## config.mk

```make
export PLATFORM = sky130hd
export DESIGN_NAME = serial_subtractor_8bit
export DESIGN_NICKNAME = d
export VERILOG_FILES = /design/src/rtl/sap1_pkg.sv /design/src/rtl/full_subtractor_1bit.sv /design/src/rtl/serial_subtractor_8bit.sv
export SDC_FILE = /design/constraint.sdc
export NUM_CORES = 1
export LEC_CHECK = 0
export BUFFER_PORTS_ARGS = -buffer_cell sky130_fd_sc_hd__clkbuf_2
export CELL_PAD_IN_SITES_DETAIL_PLACEMENT = 1
export CELL_PAD_IN_SITES_GLOBAL_PLACEMENT = 1
export CORE_UTILIZATION = 40
export CTS_BUF_LIST = sky130_fd_sc_hd__clkbuf_4 sky130_fd_sc_hd__clkbuf_8
export CTS_CLUSTER_DIAMETER = 50
export DETAILED_ROUTE_END_ITERATION = 12
export GPL_TIMING_DRIVEN = 0
export PLACE_DENSITY = 0.69
export SKIP_CTS_REPAIR_TIMING = 1
export SLEW_MARGIN = 15
export SYNTH_ARGS = -nofsm -noshare
export SYNTH_HDL_FRONTEND = slang
export SYNTH_SLANG_ARGS = --single-unit
```

## constraint.sdc

```tcl
create_clock -name clk -period 2 [get_ports clk]
set_input_delay 0.4 -clock clk [delete_from_list [all_inputs] [get_ports clk]]
set_output_delay 0.4 -clock clk [all_outputs]
set_load 0.005 [all_outputs]
```

## src/rtl/sap1_pkg.sv

```systemverilog
// Shared SAP-1 datapath types and constants.
// The sequencer state encoding and helpers live here so ALU blocks agree on them.
package sap1_pkg;

   typedef enum logic [1:0] {
      IDLE = 2'd0,
      RUN  = 2'd1,
      DONE = 2'd2
   } state_t;

   localparam int SAP1_DATA_W = 8;

   // Bit counter width; counts 0..width-1.
   function automatic int cnt_w(input int width);
      return (width < 2) ? 1 : $clog2(width);
   endfunction

endpackage

```

## src/rtl/full_subtractor_1bit.sv

```systemverilog
// Single-bit full subtractor: d = x - y - bin, bout set when the bit underflows.
module full_subtractor_1bit (
   input  logic x,
   input  logic y,
   input  logic bin,
   output logic d,
   output logic bout
);

   assign d    = x ^ y ^ bin;
   assign bout = (~x & y) | (~(x ^ y) & bin);

endmodule

```

## src/rtl/serial_subtractor_8bit.sv

```systemverilog
// Bit-serial unsigned subtractor, LSB first, one bit per clock through one cell.
// Results are published on the cycle after the last bit, together with a done pulse.
module serial_subtractor_8bit
   import sap1_pkg::*;
#(
   parameter int WIDTH = SAP1_DATA_W
) (
   input  logic             clk,
   input  logic             rst,
   input  logic             start,
   input  logic [WIDTH-1:0] a,
   input  logic [WIDTH-1:0] b,
   output logic [WIDTH-1:0] diff,
   output logic             borrow,
   output logic             zero,
   output logic             busy,
   output logic             done
);

   localparam int CW = cnt_w(WIDTH);
   localparam logic [CW-1:0] LAST = CW'(WIDTH - 1);

   state_t           state;
   logic [WIDTH-1:0] a_sh;
   logic [WIDTH-1:0] b_sh;
   logic [WIDTH-1:0] res_sh;
   logic             borrow_int;
   logic [CW-1:0]    cnt;
   logic             d;
   logic             bo;

   full_subtractor_1bit u_fs (
      .x    (a_sh[0]),
      .y    (b_sh[0]),
      .bin  (borrow_int),
      .d    (d),
      .bout (bo)
   );

   always_ff @(posedge clk or posedge rst) begin
      if (rst) begin
         state      <= IDLE;
         a_sh       <= '0;
         b_sh       <= '0;
         res_sh     <= '0;
         borrow_int <= 1'b0;
         cnt        <= '0;
         diff       <= '0;
         borrow     <= 1'b0;
         zero       <= 1'b0;
         busy       <= 1'b0;
         done       <= 1'b0;
      end else begin
         done <= 1'b0;
         case (state)
            IDLE, DONE: begin
               // Publish in DONE; a start on this same edge still loads cleanly
               // because the outputs read the pre-edge shift state.
               if (state == DONE) begin
                  diff   <= res_sh;
                  borrow <= borrow_int;
                  zero   <= (res_sh == '0);
                  done   <= 1'b1;
               end
               if (start) begin
                  a_sh       <= a;
                  b_sh       <= b;
                  res_sh     <= '0;
                  borrow_int <= 1'b0;
                  cnt        <= '0;
                  busy       <= 1'b1;
                  state      <= RUN;
               end else begin
                  state <= IDLE;
               end
            end
            RUN: begin
               res_sh     <= {d, res_sh[WIDTH-1:1]};
               a_sh       <= a_sh >> 1;
               b_sh       <= b_sh >> 1;
               borrow_int <= bo;
               cnt        <= cnt + 1'b1;
               if (cnt == LAST) begin
                  busy  <= 1'b0;
                  state <= DONE;
               end
            end
            default: state <= IDLE;
         endcase
      end
   end

endmodule

```

# ---- Word-level counts from Yosys, hierarchy flattened
# Index checks and enable logic that the tools add are counted.
# W data, S select, Z words.
dict set report classes {
  n_addsub 1
  eq_ne 5
  muxes 18
  bitwise 7
  n_reduce_logical 7
}
# op n
set ops {}
lappend ops {{$pmux W8 S2} 3}
lappend ops {{$mux W8} 3}
lappend ops {{$logic_not A8 Y1} 1}
lappend ops {{$mux W1} 6}
lappend ops {{$pmux W3 S2} 1}
lappend ops {{$ne A2 B2 Y1 const B} 2}
lappend ops {{$pmux W1 S2} 2}
lappend ops {{$pmux W2 S2} 1}
lappend ops {{$reduce_and A2 Y1} 2}
lappend ops {{$add A3 B1 Y3 const B} 1}
lappend ops {{$eq A3 B3 Y1 const B} 1}
lappend ops {{$mux W3} 1}
lappend ops {{$reduce_and A3 Y1} 1}
lappend ops {{$and A1 B1 Y1} 2}
lappend ops {{$eq A2 B1 Y1 const B} 1}
lappend ops {{$eq A2 B2 Y1 const B} 1}
lappend ops {{$logic_not A2 Y1} 1}
lappend ops {{$mux W2} 1}
lappend ops {{$not A1 Y1} 2}
lappend ops {{$reduce_bool A2 Y1} 1}
lappend ops {{$reduce_or A2 Y1} 1}
lappend ops {{$xor A1 B1 Y1} 2}
lappend ops {{$or A1 B1 Y1} 1}
dict set report word_totals {
  reg_bits 42
  in_bits 19
  elab_cells 49
}

# ---- Depth between registers and ports, before layout
# Gate-level depths: netlist of run 1.
dict set report depth {
  ltp_word 5
  ltp_mapped 5
  ltp_nobuf 4
}

# ---- Hierarchy
# A second synthesis of run 1 with hierarchy kept.
dict set report unflattened {
  cells_unflattened 154
  hier_area_um2 1747.9
}
# mod n_inst cells_per_inst area_each_um2
set by_module_without_submodules {}
lappend by_module_without_submodules {serial_subtractor_8bit 1 150 1716.6}
lappend by_module_without_submodules {full_subtractor_1bit 1 4 31.3}

# ---- Least setup slack after synthesis of run 1
# OpenSTA, ideal clock, no wires.
dict set report synth_path {
  kind {input to register}
  startpoint {input port start}
  endpoint {register borrow_int}
  t_arrival_ns 1.016
  setup_slack_ns 0.863
  path_stages 5
  cell_sequence {nor2b_1 buf_4 nor2_4 buf_4 a22o_1}
}
dict set report synth_between {
  elab_chain_len 2
}
# item line_no
set synth_rtl {}
lappend synth_rtl {{from (decl)} serial_subtractor_8bit.sv:10} ;# input logic start,
lappend synth_rtl {{$ne A2 B2 Y1 (no source line)} --}
lappend synth_rtl {{$reduce_and A2 Y1 (no source line)} --}
lappend synth_rtl {{to (signal assigned)} serial_subtractor_8bit.sv:81} ;# borrow_int <= bo;
lappend synth_rtl {{to (decl)} serial_subtractor_8bit.sv:27} ;# logic borrow_int;
# No other way between the ends.
# A chain may end at the register's enable or synchronous reset.

# ---- Final worst setup path of run 1
dict set report layout_path {
  startpoint {register state[0]}
  endpoint {register cnt[2]}
}
dict set report layout_between {
  elab_chain_len 4
  word_cells_on_any_way 8
  classes_between {3 x eq/ne; 1 x mux; 4 x reduce/logical}
}
# item line_no
set layout_rtl {}
lappend layout_rtl {{from (decl)} serial_subtractor_8bit.sv:23} ;# state_t state;
lappend layout_rtl {{from (signal assigned)} serial_subtractor_8bit.sv:42} ;# state <= IDLE;
lappend layout_rtl {{from (signal assigned)} serial_subtractor_8bit.sv:72} ;# state <= RUN;
lappend layout_rtl {{from (signal assigned)} serial_subtractor_8bit.sv:74} ;# state <= IDLE;
lappend layout_rtl {{$eq A2 B2 Y1 or $logic_not A2 Y1 (tied branches)} serial_subtractor_8bit.sv:55} ;# case (state)
lappend layout_rtl {{$reduce_or A2 Y1} serial_subtractor_8bit.sv:55}
lappend layout_rtl {{$ne A2 B2 Y1 (no source line) or $reduce_bool A2 Y1 (tied branches)} --}
lappend layout_rtl {{$reduce_and A2 Y1 (no source line)} --}
lappend layout_rtl {{to (signal assigned)} serial_subtractor_8bit.sv:82} ;# cnt <= cnt + 1'b1;
lappend layout_rtl {{to (decl)} serial_subtractor_8bit.sv:28} ;# logic [CW-1:0] cnt;
# Several ways; a longest one is shown, not always the timed one.

==> results of run 1 <==
## area by class of cell
cell class	count	area, µm²
clock buffer	5	68.8
tap	50	62.6
fill	450	2000
multi-input combinational	97	601
buffer	10	67.6
clock inverter	3	45.0
inverter	4	15.0
sequential	42	1050
timing repair buffer	32	180
## power breakdown
group          leakage [nW]  switching, W  internal [W]
Sequential            0.521      0.000251       0.00122
Combinational         0.468      0.000635      0.000560
Clock                0.0504      0.000298      0.000371
Total                  1.04       0.00118       0.00215
## kinds of logic after synthesis
group,Yosys count,share of synthesized area
AND/OR/NAND/NOR,54,0.134
adder cells (fa/ha/maj),3,0.0260
buffers and inverters,14,0.0476
multiplexers,9,0.0584
AO/OA/AOI/OAI,31,0.128
flip-flops,42,0.606
## sequential cells by signal (all words and copies together) (netlist names)
register / count
a_sh: 8
b_sh: 8
borrow: 1
borrow_int: 1
busy: 1
cnt: 3
diff: 8
done: 1
res_sh: 8
state: 2
zero: 1
## routing by layer
layer,wire length [µm],vias to the layer above,GRT usage
met3,131,5,0.0550
met2,1880,22,0.316
met1,1770,650,0.268
met4,52,0,0.0703
li1,-,597,-
met5,0,-,0
## through the flow
step                utilization  area, µm²
floorplan                     -       1730
global placement          0.476       1950
detailed placement        0.481       1970
CTS                       0.509       2080
global route              0.512       2090
finish                    0.512       2090
## cells in the final DEF, fill, tap and decap left out, types with 2 or more instances in the layout
cell type,count
nand2_1,30
inv_1,3
nor2_1,14
ha_1,2
a31oi_1,14
clkbuf_2,30
clkbuf_8,5
nor4_1,2
o21ai_1,2
nand2b_1,3
mux2_2,9
dfrtp_1,42
clkinvlp_4,2
buf_4,5
a22o_1,12
buf_2,3
o21ai_0,2
## path summary, 6_finish.rpt
kind,start,endpoint,slack [ns],depth (start not counted)
min in group asynchronous,rst,done,0.53,3
worst max-delay path,state[0],cnt[2],0.74,5
worst max register to register,state[0],cnt[2],0.74,5
worst min-delay path,b[7],b_sh[7],0.34,2
worst min register to register,cnt[0],cnt[0],0.49,1
max in group asynchronous,rst,a_sh[2],1.03,4
==> impl_metrics.tcl, run 1 <==
set metrics [dict create \
    maxCapViolations 0 \
    drtPass1Iterations 4 \
    setup_ws_ns 0.743 \
    via_per_inst 5.24 \
    synth_area_leaders "dfrtp_1 (61%), nand2_1 (6.5%), a22o_1 (6.1%), mux2_2 (5.8%), a31oi_1 (5.1%)" \
    power_w 0.00334 \
    syn_inst 153 \
    crit_family "flip-flops" \
    synth_common_cells "dfrtp_1 (42), nand2_1 (30), a31oi_1 (14), nor2_1 (14), a22o_1 (12)" \
    async_reset_ff_frac 1.00 \
    synth_top_area_cell "dfrtp_1" \
    fmax_mhz 795 \
    path_max_fanout 10 \
    power_density_nw_per_um2 1600 \
    dp_slack_ns 0.633 \
    period_share 0.629 \
    fin_crit_ns 1.26 \
    core_um2 4090 \
    synth-seq-area-share 0.606 \
    synth_nets 175 \
    report.final.setup_viol 0 \
    start_util 0.424 \
    timing.critical_path.from_type "flop" \
    drc 0 \
    htree_levels 2 \
    clock-root-buffer "clkbuf_8" \
    fin_cells 243 \
    rsz0062_at_grt "no" \
    drtIter0Drc 65 \
    die_h_um 67.8 \
    syn_area_per_cell_um2 11.3 \
    clk-insertion-delay-late_ns 0.30 \
    antenna_left 0 \
    drive_gt1_frac 0.306 \
    gr-total-overflow 0 \
    synth.most_common_cell "dfrtp_1" \
    cts_tree "built" \
    antenna_found_initial 0 \
    final_max_slew_viol_count 0 \
    hold_class "primary input to flop" \
    crit_arrival_ns 1.44 \
    maxSlewHeadroom 0.721 \
    leakage_nw 1.04 \
    wl_per_cell_um 15.8 \
    dpl.hpwl_um 2760 \
    grt_pass1_vias 1356 \
    max_stage_delay_ns 0.41 \
    grt_pass1_wl_um 6580 \
    io_pins 31 \
    cts_made_buffers 5 \
    clk_pin_slew_ns 0.08 \
    ys.flop_type "dfrtp_1" \
    path_cells "nor2b_1 > buf_4 > nor2_4 > buf_4 > a22o_1" \
    holdWs_ns 0.337 \
    layout.nets 214 \
    port_buffers 30 \
    rows 23 \
    track_usage 0.201 \
    grt_max_degree 36 \
    tightestPinTransition_ns 0.418 \
    fp.dieArea_um2 4600 \
    clock_path_buffers 2 \
    wirelength_um 3830 \
    skew_ns 0.00788 \
    cp_slowest_cell "dfrtp_1" \
    crit_path_end_kind "flop" \
    crit_required_ns 2.18 \
    hold_viol 0 \
    synth.distinct_cells 23 \
    synth-seq-cells 42 \
    critPathBufInv 2 \
    gp_congestion 0.725 \
    clock-sinks 42 \
    ys_warn_count 0 \
    vdd_drop_max_uv 802 \
    synth_top_area_frac 0.606 \
    placedCellCount 234 \
    dieWidth_um 67.8 \
    antennaDiodeCount 0 \
    criticalPathCategory "flop to flop" \
    outcome "finished, final reports clean" \
    synth_area_um2 1730 \
    cp_common_cell "buf_4" \
    fin_setup_tns_ns 0 \
    vias 1274 \
    area_growth_pct 20.6 \
    synth_edf_count 0 \
]
(Power assumes the default switching activity.)
==> run 2, diff against run 1 <==
--- a/config.mk
+++ b/config.mk
@@ -13,7 +13,7 @@
 export CTS_CLUSTER_DIAMETER = 50
 export DETAILED_ROUTE_END_ITERATION = 12
 export GPL_TIMING_DRIVEN = 0
-export PLACE_DENSITY = 0.69
+export PLACE_DENSITY = 0.72
 export SKIP_CTS_REPAIR_TIMING = 1
 export SLEW_MARGIN = 15
 export SYNTH_ARGS = -nofsm -noshare
==> constraint.sdc (replaced) <==
create_clock -name clk -period 1.1 [get_ports clk]
set_input_delay 0.22 -clock clk [delete_from_list [all_inputs] [get_ports clk]]
set_output_delay 0.22 -clock clk [all_outputs]
set_load 0.005 [all_outputs]
==> run 2 against run 1 <==
First-iteration DRC count rose by 18%; final cell count rose by 4.1%; clock power grew 57%; global-route usage decreased by 0.85 points; the run now ends with setup timing left; flip-flop and latch count did not move; largest power group is now combinational logic; count of clock-buffer cells in the layout rose by 1; via count is 6.4% higher; critical endpoint is now borrow_int; power is 110% higher; sequential share of layout area is 6.3 points lower; worst hold slack got worse by 0.27 ns; clock skew up 0.0071 ns.
==> impl_metrics.tcl, run 2 (synthesis gave the netlist of run 1 again) <==
set metrics [dict create \
    outcome "finished, violations left" \
    violations "setup timing" \
    start_util 0.424 \
    power_w 0.00691 \
    hold_viol 0 \
    drtPass1Iterations 4 \
    fin_cells 253 \
    fp.dieArea_um2 4600 \
    die_h_um 67.8 \
    dpl.hpwl_um 2730 \
    cts_made_buffers 5 \
    crit_path_end_kind "flop" \
    gp_congestion 0.740 \
    wirelength_um 4740 \
    maxCapViolations 0 \
    fmax_mhz 794 \
    via_per_inst 5.36 \
    io_pins 31 \
    gr-total-overflow 0 \
    final_max_slew_viol_count 0 \
    placedCellCount 233 \
    clk-insertion-delay-late_ns 0.29 \
    final_cell_mix "dfrtp_1 (41), clkbuf_2 (30), nand2_1 (19)" \
    grt_max_degree 43 \
    clk_pin_slew_ns 0.09 \
    holdWs_ns 0.0713 \
    drtIter0Drc 77 \
    setup_ws_ns -0.160 \
    clock-sinks 42 \
    core_um2 4090 \
    clock-root-buffer "clkbuf_8" \
    hold_class "primary input to async pin" \
    r2r-start "state[0]" \
    path_max_fanout 5 \
    clock_path_buffers 2 \
    vdd_drop_max_uv 1340 \
    rr_endpoint "borrow_int" \
    rrSetupSlack_ns -0.16 \
    tightestPinTransition_ns 0.889 \
    dieWidth_um 67.8 \
    grt_pass1_wl_um 6330 \
    drc 0 \
    rows 23 \
    htree_levels 2 \
    layout.nets 224 \
    timing.critical_path.from_type "flop" \
    antennaDiodeCount 0 \
    crit_arrival_ns 1.49 \
    grt_pass1_vias 1237 \
    dp_slack_ns -0.228 \
    port_buffers 30 \
    crit_required_ns 1.33 \
    power_density_nw_per_um2 2890 \
    wl_per_cell_um 18.8 \
    area_growth_pct 38.1 \
    period_share 1.15 \
    reg2reg_depth 4 \
    drive_gt1_frac 0.478 \
    antenna_left 0 \
    skew_ns 0.0150 \
    criticalPathCategory "flop to flop" \
    vias 1355 \
    leakage_nw 1.20 \
    track_usage 0.193 \
    fin_crit_ns 1.26 \
    cts_tree "built" \
    antenna_found_initial 0 \
    rsz0062_at_grt "yes" \
    report.final.setup_viol 34 \
    crit_start "state[0]" \
    layout_commonest_cell "dfrtp_1" \
    maxSlewHeadroom 0.406 \
]
## run 2: worst max-delay path: stages, from the launching register on
cell and delay, ns:
dfrtp_2 0.45, and2b_2 0.26, nor2_4 0.20, buf_6 0.16
a22o_1 0.14
## run 2: power by group
part | total, W | internal [W] | switching, W | leakage (nW)
Combinational | 0.00307 | 0.00158 | 0.00149 | 0.630
Sequential | 0.00279 | 0.00223 | 0.000560 | 0.520
Clock | 0.00105 | 0.000505 | 0.000548 | 0.0472
Total | 0.00691 | 0.00431 | 0.00260 | 1.20
## run 2: worst max-delay path by stage
stage          slack (ns)          to
3_3_place_gp        -0.17     b_sh[2]
2_1_floorplan       -0.01     diff[0]
5_1_grt             -0.20   res_sh[2]
4_1_cts             -0.27     b_sh[3]
6_report            -0.16  borrow_int
3_5_place_dp        -0.23     b_sh[3]
## run 2: metal layers
metal	global-route usage	routed length (µm)
met1	0.266	2210
met2	0.296	2370
met3	0.0367	121
met4	0.0833	34
met5	0	0
## run 2: area by class of cell
| cell class | count | area (µm²) |
|---|---|---|
| fill | 427 | 1690 |
| sequential | 42 | 1050 |
| multi-input combinational | 97 | 762 |
| timing repair buffer | 42 | 298 |
| buffer | 10 | 106 |
| clock buffer | 6 | 82.6 |
| tap | 50 | 62.6 |
| inverter | 4 | 18.8 |
| clock inverter | 2 | 12.5 |
## run 2: through the flow
stage | util | area (µm²) | TNS [ns]
6_report | 0.586 | 2390 | -3.57
5_1_grt | 0.586 | 2390 | -5.13
4_1_cts | 0.505 | 2060 | -4.96
3_5_place_dp | 0.482 | 1970 | -4.31
3_3_place_gp | 0.482 | 1970 | -3.09
2_1_floorplan | - | 1760 | -0.0886
==> run 3, diff against run 2 <==
--- a/config.mk
+++ b/config.mk
@@ -5,15 +5,14 @@
 export SDC_FILE = /design/constraint.sdc
 export NUM_CORES = 1
 export LEC_CHECK = 0
-export BUFFER_PORTS_ARGS = -buffer_cell sky130_fd_sc_hd__clkbuf_2
-export CELL_PAD_IN_SITES_DETAIL_PLACEMENT = 1
-export CELL_PAD_IN_SITES_GLOBAL_PLACEMENT = 1
+export BUFFER_PORTS_ARGS = -buffer_cell sky130_fd_sc_hd__buf_2
 export CORE_UTILIZATION = 40
 export CTS_BUF_LIST = sky130_fd_sc_hd__clkbuf_4 sky130_fd_sc_hd__clkbuf_8
 export CTS_CLUSTER_DIAMETER = 50
 export DETAILED_ROUTE_END_ITERATION = 12
 export GPL_TIMING_DRIVEN = 0
-export PLACE_DENSITY = 0.72
+export PLACE_DENSITY = 0.59
+export REMOVE_ABC_BUFFERS = 1
 export SKIP_CTS_REPAIR_TIMING = 1
 export SLEW_MARGIN = 15
 export SYNTH_ARGS = -nofsm -noshare
==> run 3 against run 2 <==
The run still ends with setup timing left; largest cell class unchanged; critical path type unchanged; worst hold slack gained 0.095 ns; die area is the same; non-clock buffer count shrank 11; sequential power shrank 3%; highest routed layer unchanged; via count shrank 6.3%.
==> impl_metrics.tcl, run 3 (synthesis gave the netlist of run 1 again) <==
set metrics [dict create \
    antennaDiodeCount 0 \
    wirelength_um 3490 \
    vias 1269 \
    post-route-util 0.530 \
    htree_levels 2 \
    hold_viol 0 \
    crit_required_ns 1.28 \
    dpl.hpwl_um 2110 \
    tightestPinTransition_ns 0.382 \
    gp_congestion 0.741 \
    gr-total-overflow 0 \
    maxCapViolations 0 \
    fp.dieArea_um2 4600 \
    layout.nets 214 \
    outcome "finished, violations left" \
    io_pins 31 \
    track_usage 0.165 \
    clock-sinks 42 \
    grt_pass1_vias 1152 \
    path_cells "nand2b_4 > mux2_2" \
    wl_per_cell_um 14.4 \
    cts_made_buffers 5 \
    grt_max_degree 33 \
    clock-root-buffer "clkbuf_8" \
    report.final.setup_viol 24 \
    crit_path_end_kind "flop" \
    vdd_drop_max_uv 1220 \
    fin_crit_ns 1.19 \
    path_max_fanout 11 \
    max_stage_delay_ns 0.45 \
    leakage_nw 1.08 \
    cts_tree "built" \
    cp_slowest_cell "dfrtp_2" \
    setup_ws_ns -0.0866 \
    clk-insertion-delay-late_ns 0.30 \
    fin_cells 243 \
    dieWidth_um 67.8 \
    clk_pin_slew_ns 0.08 \
    period_share 1.08 \
    antenna_left 0 \
    final_max_slew_viol_count 0 \
    area_growth_pct 24.8 \
    power_density_nw_per_um2 2830 \
    crit_arrival_ns 1.36 \
    drive_gt1_frac 0.373 \
    placedCellCount 224 \
    port_buffers 30 \
    drtPass1Iterations 4 \
    rsz0062_at_grt "yes" \
    drtIter0Drc 46 \
    maxSlewHeadroom 0.745 \
    layout_commonest_cell "dfrtp_1" \
    final_cell_mix "dfrtp_1 (41), nand2_1 (30), buf_2 (30)" \
    antenna_found_initial 0 \
    core_um2 4090 \
    violations "setup timing" \
    crit_family "flip-flops" \
    die_h_um 67.8 \
    hold_class "primary input to flop" \
    fmax_mhz 843 \
    start_util 0.424 \
    rows 23 \
    criticalPathCategory "flop to flop" \
    timing.critical_path.from_type "flop" \
    critPathBufInv 0 \
    via_per_inst 5.22 \
    drc 0 \
    grt_pass1_wl_um 5420 \
    clock_path_buffers 2 \
    skew_ns 0.00993 \
    nFillCells 374 \
]
-- run 3: cell count changes in the layout (fill, tap and decap cells not counted), moves of 7 or more --
cell / before / now
clkbuf_2: 30 / 0
mux2_2: 0 / 8
nand2_1: 19 / 30
mux2_4: 9 / 1
buf_6: 11 / 2
nand2_2: 7 / 0
buf_2: 1 / 30
-- run 3: final timing paths --
check | startpoint | endpoint | slack, ns | depth (start not counted)
min in group asynchronous | rst | diff[1] | 0.44 | 3
hold reg to reg | zero | zero | 0.48 | 2
setup / recovery | state[0] | diff[5] | -0.09 | 2
hold / removal | a[3] | a_sh[3] | 0.17 | 3
max in group asynchronous | rst | state[0] | 0.19 | 4
setup reg to reg | state[0] | diff[5] | -0.09 | 2
-- run 3: per-stage QoR --
stage	setup slack (ns)	instance area, µm²	setup TNS (ns)	power [W]	hold WS, ns
after detailed placement	-0.860	1900	-24.79	0.00462	0.224
after CTS	-0.893	1990	-25.92	0.00568	-0.0998
after floorplan	-0.434	1670	-15.31	0.00400	0.360
final	-0.0866	2160	-1.50	0.00613	0.166
after global routing	-0.117	2160	-3.18	0.00665	0.161
after global placement	-0.810	1880	-48.66	0.00451	0.449
-- run 3: metal layers --
metal | track usage | part of all wire | vias up
met5 | 0 | 0 | -
met4 | 0.0807 | 0.018 | 0
met3 | 0.0550 | 0.035 | 6
met2 | 0.248 | 0.48 | 22
met1 | 0.215 | 0.46 | 636
li1 | - | - | 605
-- run 3: area by class of cell --
type / count / area [µm²] / share of cell area
Inverter: 4 / 15.0 / 0.00694
Multi-Input combinational cell: 98 / 672 / 0.310
Clock inverter: 1 / 5.00 / 0.00231
Sequential cell: 42 / 1050 / 0.486
Timing Repair Buffer: 41 / 268 / 0.124
Tap cell: 50 / 62.6 / 0.0289
Clock buffer: 7 / 90.1 / 0.0416
-- run 3: worst reg2reg max path, stage by stage (launching register included) --
cell      delay [ns]
dfrtp_2         0.45
nand2b_4        0.26
mux2_2          0.35
-- run 3: power breakdown --
group	total (W)	internal, W	leakage [nW]	switching [W]
combinational	0.00239	0.00123	0.505	0.00116
clock	0.00104	0.000531	0.0517	0.000511
sequential	0.00270	0.00223	0.520	0.000468
total	0.00613	0.00399	1.08	0.00214
